[config.mk]
export PLATFORM = sky130hd
export DESIGN_NAME = bus_arbiter8
export DESIGN_NICKNAME = d
export VERILOG_FILES = /design/src/rtl/bus_arb_pkg.sv /design/src/rtl/bus_arbiter8_rr_pick.sv /design/src/rtl/decoder3.sv /design/src/rtl/switch.sv /design/src/rtl/bus_arbiter8.sv
export SDC_FILE = /design/constraint.sdc
export NUM_CORES = 1
export LEC_CHECK = 0
export CORE_ASPECT_RATIO = 0.75
export CORE_MARGIN = 3
export CORE_UTILIZATION = 42
export DETAILED_ROUTE_END_ITERATION = 6
export PLACE_DENSITY = 0.89
export SLEW_MARGIN = 40
export SYNTH_ARGS = -nofsm -noshare
export SYNTH_HDL_FRONTEND = slang
export SYNTH_HIERARCHICAL = 1
export SYNTH_SLANG_ARGS = --single-unit
[constraint.sdc]
create_clock -name clk -period 3.3 [get_ports clk]
set_input_delay 0.66 -clock clk [delete_from_list [all_inputs] [get_ports clk]]
set_output_delay 0.66 -clock clk [all_outputs]
set_load 0.01 [all_outputs]
[src/rtl/bus_arb_pkg.sv]
// Shared types, constants and the round-robin winner function for the 8-way bus arbiter.
package bus_arb_pkg;

  localparam int IDX_W   = 3;
  localparam int MAX_REQ = 8;

  typedef enum logic {
    IDLE  = 1'b0,
    GRANT = 1'b1
  } state_t;

  // First set request strictly after ptr, wrapping at num_req; returns ptr when nothing is set.
  function automatic logic [IDX_W-1:0] rr_next(input logic [MAX_REQ-1:0] req,
                                               input logic [IDX_W-1:0]   ptr,
                                               input int                 num_req);
    logic [IDX_W-1:0] win;
    logic             found;
    int               cand;
    win   = ptr;
    found = 1'b0;
    for (int k = 1; k <= MAX_REQ; k++) begin
      cand = (int'(ptr) + k) % num_req;
      if (k <= num_req && !found && req[cand]) begin
        win   = IDX_W'(cand);
        found = 1'b1;
      end
    end
    return win;
  endfunction

endpackage

[src/rtl/bus_arbiter8_rr_pick.sv]
// Combinational rotate-priority selector: picks the first requester after ptr.
module rr_pick
  import bus_arb_pkg::*;
#(
  parameter int NUM_REQ = 8
) (
  input  logic [NUM_REQ-1:0] req,
  input  logic [IDX_W-1:0]   ptr,
  output logic [IDX_W-1:0]   idx,
  output logic               any
);

  logic [MAX_REQ-1:0] req_pad;

  always_comb begin
    // NOTE: every always_comb output gets a default first so no path can infer a latch.
    req_pad                = '0;
    req_pad[NUM_REQ-1:0]   = req;
  end

  assign idx = rr_next(req_pad, ptr, NUM_REQ);
  assign any = |req;

endmodule

[src/rtl/decoder3.sv]
// 3-to-8 one-hot decoder.
module Decoder3 (
  input  logic [2:0] a,
  output logic [7:0] y
);

  always_comb begin
    y    = '0;
    y[a] = 1'b1;
  end

endmodule

[src/rtl/switch.sv]
// Enable-gated bus driver: passes d when en is high, otherwise drives zero.
module Switch #(
  parameter int BIT_WIDTH = 8
) (
  input  logic                 en,
  input  logic [BIT_WIDTH-1:0] d,
  output logic [BIT_WIDTH-1:0] q
);

  assign q = en ? d : '0;

endmodule

[src/rtl/bus_arbiter8.sv]
// Round-robin arbiter and bus sequencer for the shared CPU data bus, with bounded tenure.
module bus_arbiter8
  import bus_arb_pkg::*;
#(
  parameter int NUM_REQ  = 8,
  parameter int DATA_W   = 8,
  parameter int MAX_HOLD = 4
) (
  input  logic                      clk,
  input  logic                      rst_n,
  input  logic [NUM_REQ-1:0]        req,
  input  logic                      last,
  input  logic [NUM_REQ*DATA_W-1:0] data_in,
  output logic [NUM_REQ-1:0]        grant,
  output logic [IDX_W-1:0]          grant_idx,
  output logic                      grant_valid,
  output logic [DATA_W-1:0]         bus_out,
  output logic                      timeout
);

  localparam logic [3:0]       HOLD_LAST = 4'(MAX_HOLD - 1);
  localparam logic [IDX_W-1:0] PTR_RST   = IDX_W'(NUM_REQ - 1);

  state_t           state_q, state_d;
  logic [IDX_W-1:0] idx_q, idx_d;
  logic [IDX_W-1:0] ptr_q, ptr_d;
  logic [3:0]       hold_q, hold_d;
  logic             timeout_q, timeout_d;

  logic [IDX_W-1:0]   pick_idx;
  logic               pick_any;
  logic [MAX_REQ-1:0] req_pad;
  logic               at_limit;
  logic               release_now;

  rr_pick #(.NUM_REQ(NUM_REQ)) u_pick (
    .req (req),
    .ptr (ptr_q),
    .idx (pick_idx),
    .any (pick_any)
  );

  always_comb begin
    req_pad              = '0;
    req_pad[NUM_REQ-1:0] = req;
  end

  assign at_limit    = (hold_q == HOLD_LAST);
  assign release_now = !req_pad[idx_q] || last || at_limit;

  always_ff @(posedge clk or negedge rst_n) begin
    if (!rst_n) begin
      state_q   <= IDLE;
      idx_q     <= '0;
      ptr_q     <= PTR_RST;
      hold_q    <= '0;
      timeout_q <= 1'b0;
    end else begin
      // NOTE: sequential state uses non-blocking assignments so every register samples pre-edge values.
      state_q   <= state_d;
      idx_q     <= idx_d;
      ptr_q     <= ptr_d;
      hold_q    <= hold_d;
      timeout_q <= timeout_d;
    end
  end

  always_comb begin
    state_d   = state_q;
    idx_d     = idx_q;
    ptr_d     = ptr_q;
    hold_d    = hold_q;
    timeout_d = 1'b0;
    unique case (state_q)
      IDLE: begin
        if (pick_any) begin
          state_d = GRANT;
          idx_d   = pick_idx;
          ptr_d   = pick_idx;
          hold_d  = '0;
        end
      end
      GRANT: begin
        if (release_now) begin
          // Always pass through IDLE so two drivers never touch the bus back to back.
          state_d   = IDLE;
          timeout_d = req_pad[idx_q] && !last && at_limit;
        end else begin
          hold_d = hold_q + 4'd1;
        end
      end
      default: state_d = IDLE;
    endcase
  end

  logic [7:0]        dec_out;
  logic [DATA_W-1:0] sel_data;

  Decoder3 u_dec (
    .a (idx_q),
    .y (dec_out)
  );

  always_comb begin
    sel_data = '0;
    for (int i = 0; i < NUM_REQ; i++) begin
      if (idx_q == IDX_W'(i)) sel_data = data_in[i*DATA_W +: DATA_W];
    end
  end

  Switch #(.BIT_WIDTH(DATA_W)) u_bus (
    .en (grant_valid),
    .d  (sel_data),
    .q  (bus_out)
  );

  always_comb begin
    grant_valid = (state_q == GRANT);
    grant_idx   = idx_q;
    grant       = dec_out[NUM_REQ-1:0] & {NUM_REQ{grant_valid}};
    timeout     = timeout_q;
  end

endmodule
## After elaboration in Yosys (flattened, before gate mapping)

Cells that the tools add are included.

- Add/sub/neg operators: 9
- Bitwise gates (word level): 10
- Eq/ne operators: 10
- Mux-type cells: 60
- Reduce and logical (&&, ||, !) cells: 33
- $lt $le $gt $ge: 10

Operators with widths:

| cell | number |
|---|---|
| $mux 8 | 9 |
| $lt 4x5->1 const B | 8 |
| $mux 1 | 29 |
| $bmux 1 s3 | 9 |
| $mux 3 | 8 |
| $reduce_or 3->1 | 8 |
| $add 3x3->3 const B | 4 |
| $eq 3x3->1 const B | 4 |
| $logic_and 1x1->1 | 10 |
| $logic_not 1->1 | 9 |
| $and 1x1->1 const A | 8 |
| $and 8x8->8 | 1 |
| $mux 4 | 2 |
| $pmux 4 s2 | 1 |
| $reduce_or 8->1 | 1 |
| $add 3x1->3 const B | 2 |
| $add 3x2->3 const B | 2 |
| $eq 3x2->1 const B | 2 |
| $add 4x1->4 const B | 1 |
| $eq 4x2->1 const B | 1 |
| $lt 3x4->1 const B | 1 |
| $ne 2x2->1 const B | 2 |
| $reduce_and 2->1 | 2 |
| $demux 1 s3 | 1 |
| other kinds (6) | 7 |

- Register bits: 12
- Input bits: 75
- Output and inout bits: 21
- Word-level logic and storage cells: 137

## Logic depth before layout (Yosys ltp)

Gate-level depths: netlist (run 1).

- Word-level depth: 28
- Depth in mapped cells: 13
- Depth with buffers taken out: 11

## Modules after synthesis

Netlist (run 1), hierarchy kept.

By module, submodules not included:

| module | sequential area each (sq um) | times used | cells an instance | area an instance (sq um) |
|---|---|---|---|---|
| bus_arbiter8 | 304.0 | 1 | 98 | 1149.9 |
| rr_pick | 0.0 | 1 | 92 | 778.2 |
| Decoder3 | 0.0 | 1 | 8 | 65.1 |
| Switch | 0.0 | 1 | 8 | 50.0 |

## Worst setup path after synthesis (run 1)

OpenSTA, ideal clock, no wires.

- Path kind: reg-to-reg
- Start point: register ptr_q[1]
- End point: register idx_q[1], in the netlist grant_idx[1]
- Data arrival time: 2.816 ns
- Stages on the path, launching flop included: 14
- Path buffers: 2
- Slack: 0.367 ns
- Cells stage by stage: dfstp_2 > buf_6 > inv_1 > ha_1 > buf_2 > mux4_1 > mux2_4 > nor3_4 > nand2_1 > o21a_1 > a32oi_1 > a21oi_1 > nand2_1 > nand2_1

- Longest elaborated chain between the ends: 26
- Elaborated cells between the ends (all ways): 61

RTL lines:

| what | RTL line | text |
|---|---|---|
| start, declared | bus_arbiter8.sv:26 | `logic [IDX_W-1:0] ptr_q, ptr_d;` |
| start signal, assigned | bus_arbiter8.sv:62 | `ptr_q <= ptr_d;` |
| $add 3x1->3 | bus_arb_pkg.sv:22 | `cand = (int'(ptr) + k) % num_req;` |
| $bmux 1 s3 | bus_arb_pkg.sv:23 | `if (k <= num_req && !found && req[cand]) begin` |
| $mux 1 (implied by the code) (2 in series) | bus_arb_pkg.sv:23 |  |
| $mux 1 | bus_arb_pkg.sv:23 |  |
| $logic_not 1->1 | bus_arb_pkg.sv:23 |  |
| $logic_and 1x1->1 | bus_arb_pkg.sv:23 |  |
| $mux 1 | bus_arb_pkg.sv:23 |  |
| $logic_not 1->1 | bus_arb_pkg.sv:23 |  |
| [... 10 more ...] | n/a |  |
| $mux 1 | bus_arb_pkg.sv:23 |  |
| $logic_not 1->1 | bus_arb_pkg.sv:23 |  |
| $logic_and 1x1->1 | bus_arb_pkg.sv:23 |  |
| $mux 1 | bus_arb_pkg.sv:23 |  |
| $logic_not 1->1 | bus_arb_pkg.sv:23 |  |
| $logic_and 1x1->1 | bus_arb_pkg.sv:23 |  |
| $mux 3 (*) | bus_arb_pkg.sv:23 |  |
| net pick_idx[1] | bus_arbiter8.sv:30 | `logic [IDX_W-1:0] pick_idx;` |
| end signal, assigned | bus_arbiter8.sv:61 | `idx_q <= idx_d;` |
| end, declared | bus_arbiter8.sv:25 | `logic [IDX_W-1:0] idx_q, idx_d;` |

The timed path passes the listed nets; every way through them passes the cells marked *. The select of a mux whose other input is x is not followed.
A chain may end at the register's enable or synchronous reset.

## Worst setup path in the final report (run 1)

- Start point: input port data_in[63]
- End point: output port bus_out[7]

- Longest elaborated chain between the ends: 2

RTL lines:

| what | RTL line | text |
|---|---|---|
| start, declared | bus_arbiter8.sv:13 | `input logic [NUM_REQ*DATA_W-1:0] data_in,` |
| $mux 8 | bus_arbiter8.sv:107 | `if (idx_q == IDX_W'(i)) sel_data = data_in[i*DATA_W +: DATA_W];` |
| net sel_data[7] | bus_arbiter8.sv:97 | `logic [DATA_W-1:0] sel_data;` |
| $mux 8 | switch.sv:10 | `assign q = en ? d : '0;` |
| end, declared | bus_arbiter8.sv:17 | `output logic [DATA_W-1:0] bus_out,` |

The timed path passes the listed nets, and every way through them passes these cells.

==> qor.csv, run 1 <==
stage;metric;value;unit
clock_tree;cts_hold_buf;0;
min_path;holdCritPathClass;reg2reg;
synth;synth-edff-count;0;
timing;fin_crit;3.13;ns
placement;dp_cells;354;
floorplan;chipWidth;86.5;µm
cells_and_area;diodes;0;
clock_tree;cts_buffers;3;
cells_and_area;areaGrowthSynthToFinish;52.1;%
synth;synth_seq_cells;12;
placement;gp_congestion;0.939;
floorplan;coreArea;4570;µm²
routing;drt_iter0_drc;131;
clock_tree;post_cts_resized;0;
synth;ys_top_cells_by_area;mux4_2, dfrtp_1, mux4_1;
clock_tree;cts_tree;built;
pwr;leakagePower;1.20;nW
setup_path;crit_required;2.64;ns
setup_path;setup.worst_path.start;data_in[63];
setup_path;critPathLaunchType;primary input;
timing;setup_viol;0;
cells_and_area;final_nets;380;
timing;grt_setup_unrepaired;false;
setup_path;arrival;2.47;ns
floorplan;rows;21;
timing;tightestPinTransition;0.717;ns
clock_tree;cts-root-buf;clkbuf_8;
synth;synth-async-reset-ratio;1.00;
setup_path;r2r-end;grant_idx[1];
pwr;power_frac_seq;0.117;
pwr;intPower;1.63;mW
synth;syn_area;2040;µm²
min_path;holdPathEnd;hold_q[2];
synth;ys_seq_area_frac;0.149;
pwr;switching_share;0.463;
setup_path;end_kind;primary output;
synth;yosysTopAreaCell;mux4_2;
timing;maxSlewHeadroom;0.522;
global_route;grt_util_all_layers;0.231;
pwr;power_switching;1.40;mW
pwr;power_frac_clock;0.051;
global_route;overflow;0;
clock_tree;post-cts-setup-buffers;0;
pwr;combinationalPowerShare;0.832;
routing;drt_wl_total;6210;µm
pwr;irDropWorstVdd;0.000634;V
run;maxCapViolCount;0;
timing;finalCritPeriodShare;0.948;
synth;syn_nets;284;
clock_tree;cts.sinks;12;
timing;skew;0.00169;ns
clock_tree;clk_latency;0.23;ns
synth;synth_cells;206;
clock_tree;clk_pin_slew;0.05;ns
routing;wl_per_cell;17.4;µm
cells_and_area;fin_cells;358;
global_route;grt_max_degree;30;
timing;max_freq;0.320;GHz
routing;drc;0;
routing;num_vias;2099;
clock_tree;cts_htree_levels;1;
cells_and_area;final_core_util;0.680;
floorplan;die_y;66.4;µm
global_route;grt_pass1_vias;2175;
floorplan;initial_core_util;0.447;
global_route;grt_antenna_before_repair;0;
run_status;status;finished clean;
timing;slew_violations;0;
setup_path;path_class;in2out;
pwr;p_per_area;976;nW/µm²
min_path;whs_path_depth;1;
timing;setup_tns;0;ns
placement;port_buffers;95;
setup_path;r2r_cells;11;
timing;hold_viol_final;0;
clock_tree;cts_buffer_depth;2;
routing;avgViaCountPerCell;5.86;
routing;drt_pass1_iterations;4;
setup_path;reg2reg_slack;0.35;ns
placement;hpwlAfterDp;5060;µm
routing;ant_nets;0;
synth;synth_top_area_frac;0.209;
cells_and_area;drive_above_1_share;0.193;
synth;syn_avg_cell_area;9.92;µm²
synth;ys_warn_count;6;
floorplan;ios;96;
min_path;hp-start;hold_q[2];
setup_path;crit_fanout;1;
floorplan;die_area;5750;µm²
setup_path;reg2reg_from;ptr_q[1];
synth;yosysUniqueCellTypes;55;
synth;synth_flop_cell;dfrtp_1;
global_route;grt_pass1_wl;10600;µm
worst max-delay path, stage by stage:
cell	delay (ns)
clkdlybuf4s50_1	0.40
mux4_2	0.47
mux2_2	0.29
and2_1	0.16
clkdlybuf4s50_1	0.48
cells in the mapped netlist, types with 4 or more instances:
master,instances
a21oi_1,5
and2_1,16
buf_6,4
dfrtp_1,9
inv_1,9
mux2_2,11
mux2i_1,6
mux4_1,5
mux4_2,19
nand2_1,31
nand2b_1,8
nor2_1,7
o21ai_0,6
layout by cell type, fill, tap and decap left out, types with 4 or more instances in the layout:
| master | netlist | routed |
|---|---|---|
| nand2_1 | 31 | 31 |
| mux4_2 | 19 | 19 |
| nor2_1 | 7 | 7 |
| inv_1 | 9 | 9 |
| o21ai_0 | 6 | 6 |
| clkbuf_8 | 0 | 4 |
| buf_4 | 1 | 6 |
| and2_1 | 16 | 16 |
| mux2_2 | 11 | 11 |
| dfrtp_1 | 9 | 9 |
| nand2b_1 | 8 | 8 |
| mux2i_1 | 6 | 6 |
| mux4_1 | 5 | 5 |
| a21oi_1 | 5 | 5 |
| clkdlybuf4s50_1 | 0 | 95 |
worst max path at each step:
| stage | end | cells after the start |
|---|---|---|
| 2_1_floorplan | grant_idx[1] | 13 |
| 3_3_place_gp | bus_out[1] | 5 |
| 3_5_place_dp | bus_out[7] | 5 |
| 4_1_cts | bus_out[7] | 5 |
| 5_1_grt | ptr_q[1] | 11 |
| 6_report | bus_out[7] | 5 |
logic make-up (layout without fill, tap and decap cells):
| family | after synthesis | in the layout | share of synthesized area |
|---|---|---|---|
| muxes | 44 | 44 | 0.386 |
| buffers and inverters | 20 | 115 | 0.0551 |
| AOI/OAI and AO/OA | 36 | 36 | 0.135 |
| xor gates and xnor gates | 4 | 4 | 0.0171 |
| DFF | 12 | 12 | 0.149 |
| adders and majority gates | 3 | 3 | 0.0184 |
| and+or+nand+nor | 87 | 87 | 0.239 |
layout make-up:
type / count / area, µm²
multi-input combinational: 174 / 1630
fill: 362 / 1470
timing repair buffer: 102 / 1020
sequential: 12 / 304
tap: 57 / 71.3
clock buffer: 4 / 55.1
inverter: 9 / 33.8
power groups by stage:
stage / clock (mW) / sequential, mW / combinational, mW
2_1_floorplan: 0 / 0.318 / 1.83
3_3_place_gp: 0 / 0.347 / 2.43
3_5_place_dp: 0 / 0.353 / 2.50
4_1_cts: 0.160 / 0.352 / 2.51
5_1_grt: 0.167 / 0.372 / 2.76
6_report: 0.156 / 0.353 / 2.52
registers in the layout, summed over array words and instances, names as in the netlist:
name / flops
timeout: 1
grant_valid: 1
ptr_q: 3
grant_idx: 3
hold_q: 4
metrics by stage:
step                cell area [µm²]  total power [mW]  setup WS, ns  hold slack, ns
floorplan                      2040              2.14         0.367           0.364
global placement               3050              2.78         0.216           0.492
detailed placement             3050              2.85         0.167           0.502
CTS                            3110              3.02         0.165           0.514
global route                   3110              3.30         0.142           0.556
finish                         3110              3.03         0.173           0.519
per-layer routing:
layer / track usage / vias to the layer above / share of wire
met4: 0.0292 / 0 / 0.0016
met2: 0.409 / 89 / 0.52
met5: 0 / - / 0
li1: - / 983 / -
met1: 0.303 / 1025 / 0.40
met3: 0.0399 / 2 / 0.076
Power figures use the tool's default switching activity.
==> run 2, diff against run 1 <==
SLEW_MARGIN = 20   (was 40)
SYNTH_HIERARCHICAL = not set   (was 1)
==> qor.csv, run 2 <==
stage;metric;value;unit;change
run_status;status;finished clean;;
timing;slew_violations;0;;unchanged
clock_tree;cts_buffers;3;;unchanged
global_route;grt_max_degree;20;;-33%
clock_tree;cts_htree_levels;1;;unchanged
setup_path;reg2reg_slack;0.33;ns;-0.02 ns
synth;synth-async-reset-ratio;1.00;;unchanged
clock_tree;cts.sinks;12;;unchanged
routing;num_vias;2010;;-4.2%
synth;syn_nets;270;;-4.9%
synth;synth_top_area_frac;0.261;;+0.0513
setup_path;path_class;in2reg;;
routing;drt_iter0_drc;196;;+50%
timing;tightestPinTransition;0.785;ns;+0.0683 ns
setup_path;crit_fanout;7;;+6
setup_path;crit_path_frequent_cell;mux4_1;;
synth;synth.most_common_cell;nor2_1;;
global_route;grt_antenna_before_repair;0;;unchanged
placement;port_buffers;95;;unchanged
setup_path;crit_slowest_cell;mux4_1;;
min_path;whs_path_depth;1;;unchanged
setup_path;r2r-end;grant_idx[1];;
timing;max_freq;0.336;GHz;+4.9%
synth;yosysUniqueCellTypes;45;;-18%
setup_path;reg2reg_from;ptr_q[0];;
synth;synth_seq_cells;12;;unchanged
cells_and_area;final_area;3030;µm²;-2.5%
setup_path;crit_chain;clkdlybuf4s50_1, mux4_1, nor2_1, mux4_1, nand3_1, a211o_1, o211a_1, nor3_2;;
synth;ys_warn_count;0;;-6
floorplan;ios;96;;unchanged
setup_path;arrival;3.15;ns;+0.68 ns
pwr;leakagePower;1.19;nW;-0.58%
clock_tree;post-cts-setup-buffers;0;;unchanged
cells_and_area;largest_reg_flops;4;;unchanged
cells_and_area;final_nets;363;;-4.5%
floorplan;chipWidth;85.4;µm;-1.3%
timing;grt_setup_unrepaired;false;;
setup_path;r2r_cells;9;;-2
clock_tree;post_cts_resized;0;;unchanged
clock_tree;cts-root-buf;clkbuf_8;;
cells_and_area;final_core_util;0.670;;-0.00954
timing;fin_crit;2.98;ns;-0.147 ns
synth;syn_avg_cell_area;10.3;µm²;+4.3%
synth;ys_top_cells_by_area;mux4_2, dfrtp_1, mux2i_1;;
synth;syn_area;1990;µm²;-2.8%
setup_path;cp_top_family;multiplexers;;
clock_tree;cts_hold_buf;0;;unchanged
timing;hold-worst-slack;0.524;ns;+0.00455 ns
cells_and_area;largest_register;hold_q;;
routing;drt_wl_total;6550;µm;+5.4%
min_path;holdPathEnd;hold_q[0];;
floorplan;die_area;5600;µm²;-2.5%
timing;setup_tns;0;ns;unchanged
floorplan;rows;21;;unchanged
global_route;overflow;0;;unchanged
synth;synth-edff-count;0;;unchanged
cells_and_area;areaGrowthSynthToFinish;52.4;%;
pwr;p_per_area;989;nW/µm²;+1.4%
min_path;holdCritPathClass;reg2reg;;
run;maxCapViolCount;0;;unchanged
synth;yosysTopAreaCell;mux4_2;;
synth;synth_cells;192;;-6.8%
pwr;irDropWorstVdd;0.000579;V;-8.7%
floorplan;die_y;65.6;µm;-1.3%
global_route;grt_util_all_layers;0.234;;+0.00266
routing;drc;0;;unchanged
clock_tree;clk_latency;0.24;ns;about the same
global_route;grt_pass1_vias;2001;;-8.0%
routing;drt_pass1_iterations;6;;+2
global_route;grt_pass1_wl;10200;µm;-3.6%
floorplan;coreArea;4520;µm²;-1.1%
routing;wl_per_cell;19.2;µm;+11%
timing;maxSlewHeadroom;0.476;;-0.0455
placement;dpl_cell_area;2970;µm²;-2.6%
setup_path;cp_num_buf_inv;1;;-1
synth;synth_flop_cell;dfrtp_1;;
floorplan;initial_core_util;0.440;;-0.00726
clock_tree;cts_buffer_depth;2;;unchanged
cells_and_area;drive_above_1_share;0.162;;-0.0307
clock_tree;cts_tree;built;;
cells_and_area;diodes;0;;unchanged
cells_and_area;fillers;330;;-8.8%
min_path;hp-start;hold_q[0];;
routing;ant_nets;0;;unchanged
timing;finalCritPeriodShare;0.903;;-0.0447
setup_path;crit_path_max_incr_delay;0.66;ns;+0.18 ns
routing;avgViaCountPerCell;5.89;;+0.53%
placement;hpwlAfterDp;5320;µm;+5.2%
timing;skew;0.000836;ns;-0.000857 ns
synth;synthTopCellsByCount;nor2_1, mux4_2, mux2i_1, nand2_1, dfrtp_1;;
cells_and_area;final_common_cell;clkdlybuf4s50_1;;
timing;setup_viol;0;;unchanged
timing;hold_viol_final;0;;unchanged
setup_path;critPathLaunchType;primary input;;
placement;gp_congestion;0.925;;-1.4%
setup_path;end_kind;register;;
setup_path;crit_required;3.47;ns;+0.83 ns
clock_tree;clk_pin_slew;0.05;ns;about the same
synth;ys_seq_area_frac;0.153;;+0.00422
cells_and_area;final_cell_mix;clkdlybuf4s50_1, nor2_1, mux4_2;;
-- run 2: layout make-up --
cell class,instances,area [µm²],share of cell area
Clock buffer,4,55.1,0.0182
Inverter,7,26.3,0.00868
Multi-Input combinational cell,159,1560,0.514
Sequential cell,12,304,0.100
Tap cell,57,71.3,0.0236
Timing Repair Buffer,102,1020,0.336
-- run 2: cell families after synthesis --
family,synth area share
XOR/XNOR,0.0309
flip-flops,0.153
AO/OA/AOI/OAI,0.0913
AND/OR/NAND/NOR,0.175
adder cells (fa/ha/maj),0.0189
multiplexers,0.467
buffers and inverters,0.0642
-- run 2: per-layer routing --
| layer | part of all wire | track usage |
|---|---|---|
| met5 | 0 | 0 |
| met2 | 0.54 | 0.392 |
| met4 | 0.0099 | 0.0573 |
| met1 | 0.40 | 0.317 |
| met3 | 0.059 | 0.0363 |
-- run 2: report_power, final --
group	internal, mW	switching (mW)
Combinational	1.31	1.13
Clock	0.105	0.0546
Sequential	0.222	0.174
Total	1.64	1.36
-- run 2: worst reg2reg max path: cells and delay by family (launching register included) --
kind / cells / cell delay (ns)
muxes: 2 / 0.77
AOI/OAI and AO/OA: 2 / 0.56
DFF: 1 / 0.53
adders and majority gates: 1 / 0.49
and+or+nand+nor: 3 / 0.45
buffers and inverters: 1 / 0.09
-- run 2: worst max-delay path by stage --
stage,start,to,slack [ns],cells past startpoint
floorplan,ptr_q[1],grant_idx[0],0.49,11
global placement,req[4],grant_idx[1],0.17,8
detailed placement,req[4],grant_idx[1],0.08,8
CTS,ptr_q[0],grant_idx[1],0.31,9
global route,ptr_q[0],grant_idx[1],0.17,9
finish,req[5],grant_idx[1],0.32,8
-- run 2: stage by stage --
stage	worst slack (ns)	power, mW	instances
CTS	0.313	2.99	341
floorplan	0.491	2.12	192
global placement	0.166	2.75	337
global route	0.172	3.24	341
finish	0.321	3.00	341
detailed placement	0.0752	2.81	337
==> run 3, diff against run 2 <==
==> constraint.sdc (replaced) <==
create_clock -name clk -period 3.3 [get_ports clk]
set_input_delay 0.99 -clock clk [delete_from_list [all_inputs] [get_ports clk]]
set_output_delay 0.99 -clock clk [all_outputs]
set_load 0.01 [all_outputs]
==> qor.csv, run 3 (synthesis gave the netlist of run 2 again) <==
stage;metric;value;unit;change
run_status;status;finished clean;;
clock_tree;cts_buffers;3;;unchanged
min_path;whs_path_depth;1;;unchanged
routing;ant_nets;0;;unchanged
clock_tree;cts.sinks;12;;unchanged
placement;gp_congestion;0.904;;-2.3%
timing;slew_violations;0;;unchanged
setup_path;path_class;in2out;;
timing;fin_crit;3.26;ns;+0.276 ns
floorplan;rows;21;;unchanged
timing;skew;0.00375;ns;+0.00291 ns
routing;num_vias;2065;;+2.7%
floorplan;ios;96;;unchanged
global_route;grt_pass1_wl;10700;µm;+4.4%
routing;drt_pass1_iterations;5;;-1
min_path;holdPathEnd;hold_q[0];;
global_route;overflow;0;;unchanged
global_route;grt_antenna_before_repair;0;;unchanged
pwr;leakagePower;1.42;nW;+19%
placement;hpwlAfterDp;5580;µm;+4.9%
setup_path;crit_fanout;1;;-6
placement;pre_cts_slack;-0.331;ns;-0.406 ns
min_path;holdCritPathClass;reg2reg;;
cells_and_area;diodes;0;;unchanged
clock_tree;cts_buffer_depth;2;;unchanged
setup_path;setup.worst_path.start;data_in[47];;
floorplan;chipWidth;85.4;µm;unchanged
global_route;grt_pass1_vias;2048;;+2.3%
cells_and_area;drive_above_1_share;0.255;;+0.0930
pwr;p_per_area;987;nW/µm²;-0.27%
global_route;global_route.usage.met2;0.384;;-0.00872
cells_and_area;fillers;318;;-3.6%
setup_path;critPathLaunchType;primary input;;
floorplan;coreArea;4520;µm²;unchanged
clock_tree;cts-root-buf;clkbuf_8;;
timing;worst_slack;0.0449;ns;-0.276 ns
clock_tree;cts_htree_levels;1;;unchanged
cells_and_area;final_common_cell;clkdlybuf4s50_1;;
setup_path;r2r-end;grant_idx[1];;
placement;port_buffers;95;;unchanged
floorplan;die_area;5600;µm²;unchanged
routing;avgViaCountPerCell;5.75;;-2.4%
global_route;grt_util_all_layers;0.243;;+0.00958
timing;finalCritPeriodShare;0.986;;+0.0835
global_route;grt_use_met3;0.0489;;+0.0125
floorplan;die_y;65.6;µm;unchanged
global_route;grt_max_degree;20;;unchanged
cells_and_area;final_cell_mix;clkdlybuf4s50_1, mux4_2, nor2_1;;
setup_path;end_kind;primary output;;
clock_tree;cts_tree;built;;
timing;setup_tns;0;ns;unchanged
global_route;grt_util_met1;0.341;;+0.0242
cells_and_area;final_nets;381;;+5.0%
clock_tree;clk_latency;0.24;ns;about the same
min_path;hp-start;hold_q[0];;
clock_tree;post-cts-setup-buffers;0;;unchanged
timing;tightestPinTransition;0.749;ns;-0.0359 ns
timing;setup_viol;0;;unchanged
floorplan;initial_core_util;0.440;;unchanged
timing;maxSlewHeadroom;0.500;;+0.0239
setup_path;reg2reg_slack;0.25;ns;-0.08 ns
routing;wl_per_cell;18.9;µm;-1.3%
setup_path;arrival;2.27;ns;-0.88 ns
routing;drt_wl_total;6800;µm;+3.9%
routing;drc;0;;unchanged
cells_and_area;areaGrowthSynthToFinish;58.8;%;
global_route;top_usage_layer;met2;;
routing;drt_iter0_drc;218;;+11%
cells_and_area;largest_reg_flops;4;;unchanged
pwr;irDropWorstVdd;0.000500;V;-14%
setup_path;reg2reg_from;ptr_q[1];;
cells_and_area;largest_register;hold_q;;
timing;hold_viol_final;0;;unchanged
clock_tree;clk_pin_slew;0.05;ns;about the same
timing;max_freq;0.307;GHz;-8.5%
setup_path;r2r_cells;10;;+1
run;maxCapViolCount;0;;unchanged
setup_path;crit_required;2.31;ns;-1.16 ns
-- run 3: cell types whose count changed in the layout (fill, tap and decap cells not counted), moves of 8 or more --
cell             change
dlymetal6s2s_1      +17
buf_2                +8
buf_4               +18
clkdlybuf4s50_1     -25
-- run 3: routing by layer --
layer | vias up | routed length (µm)
li1 | 967 | -
met1 | 1003 | 2750
met2 | 85 | 3460
met3 | 10 | 462
met4 | 0 | 129
met5 | - | 0
-- run 3: cell type report --
type | count | area, µm² | share of cell area
Clock buffer | 4 | 45.0 | 0.0143
Inverter | 7 | 26.3 | 0.00833
Multi-Input combinational cell | 159 | 1560 | 0.493
Sequential cell | 12 | 304 | 0.0964
Tap cell | 57 | 71.3 | 0.0226
Timing Repair Buffer | 120 | 1150 | 0.366
-- run 3: critical path, stage by stage --
cell and delay, ns:
clkdlybuf4s50_1 0.44, mux4_2 0.48, mux2i_1 0.15, nor2b_1 0.06
buf_2 0.14
-- run 3: what timing repair did --
item / CTS / global route
resized for setup: 33 / 22
endpoints found under the setup margin: 8 / 8
hold buffers: 0 / 0
-- run 3: through the flow --
stage / std cells / hold WS (ns) / utilization / instance area, µm² / power (mW)
6_report: 359 / 0.516 / 0.698 / 3160 / 3.11
5_1_grt: 359 / 0.560 / 0.698 / 3160 / 3.37
4_1_cts: 359 / 0.520 / 0.690 / 3120 / 3.07
3_5_place_dp: 355 / 0.513 / 0.688 / 3110 / 2.97
3_3_place_gp: 355 / 0.502 / 0.688 / 3110 / 2.90
2_1_floorplan: 192 / 0.478 / - / 1990 / 2.12
-- run 3: worst max-delay path by stage --
stage | endpoint
final | bus_out[7]
after floorplan | bus_out[0]
after CTS | bus_out[3]
after global placement | bus_out[6]
after detailed placement | bus_out[3]
after global routing | grant_idx[1]
-- run 3: power by group --
part           internal (mW)  total (mW)  switching, mW
combinational           1.40        2.59           1.20
clock                 0.0851       0.138         0.0533
sequential             0.222       0.383          0.161
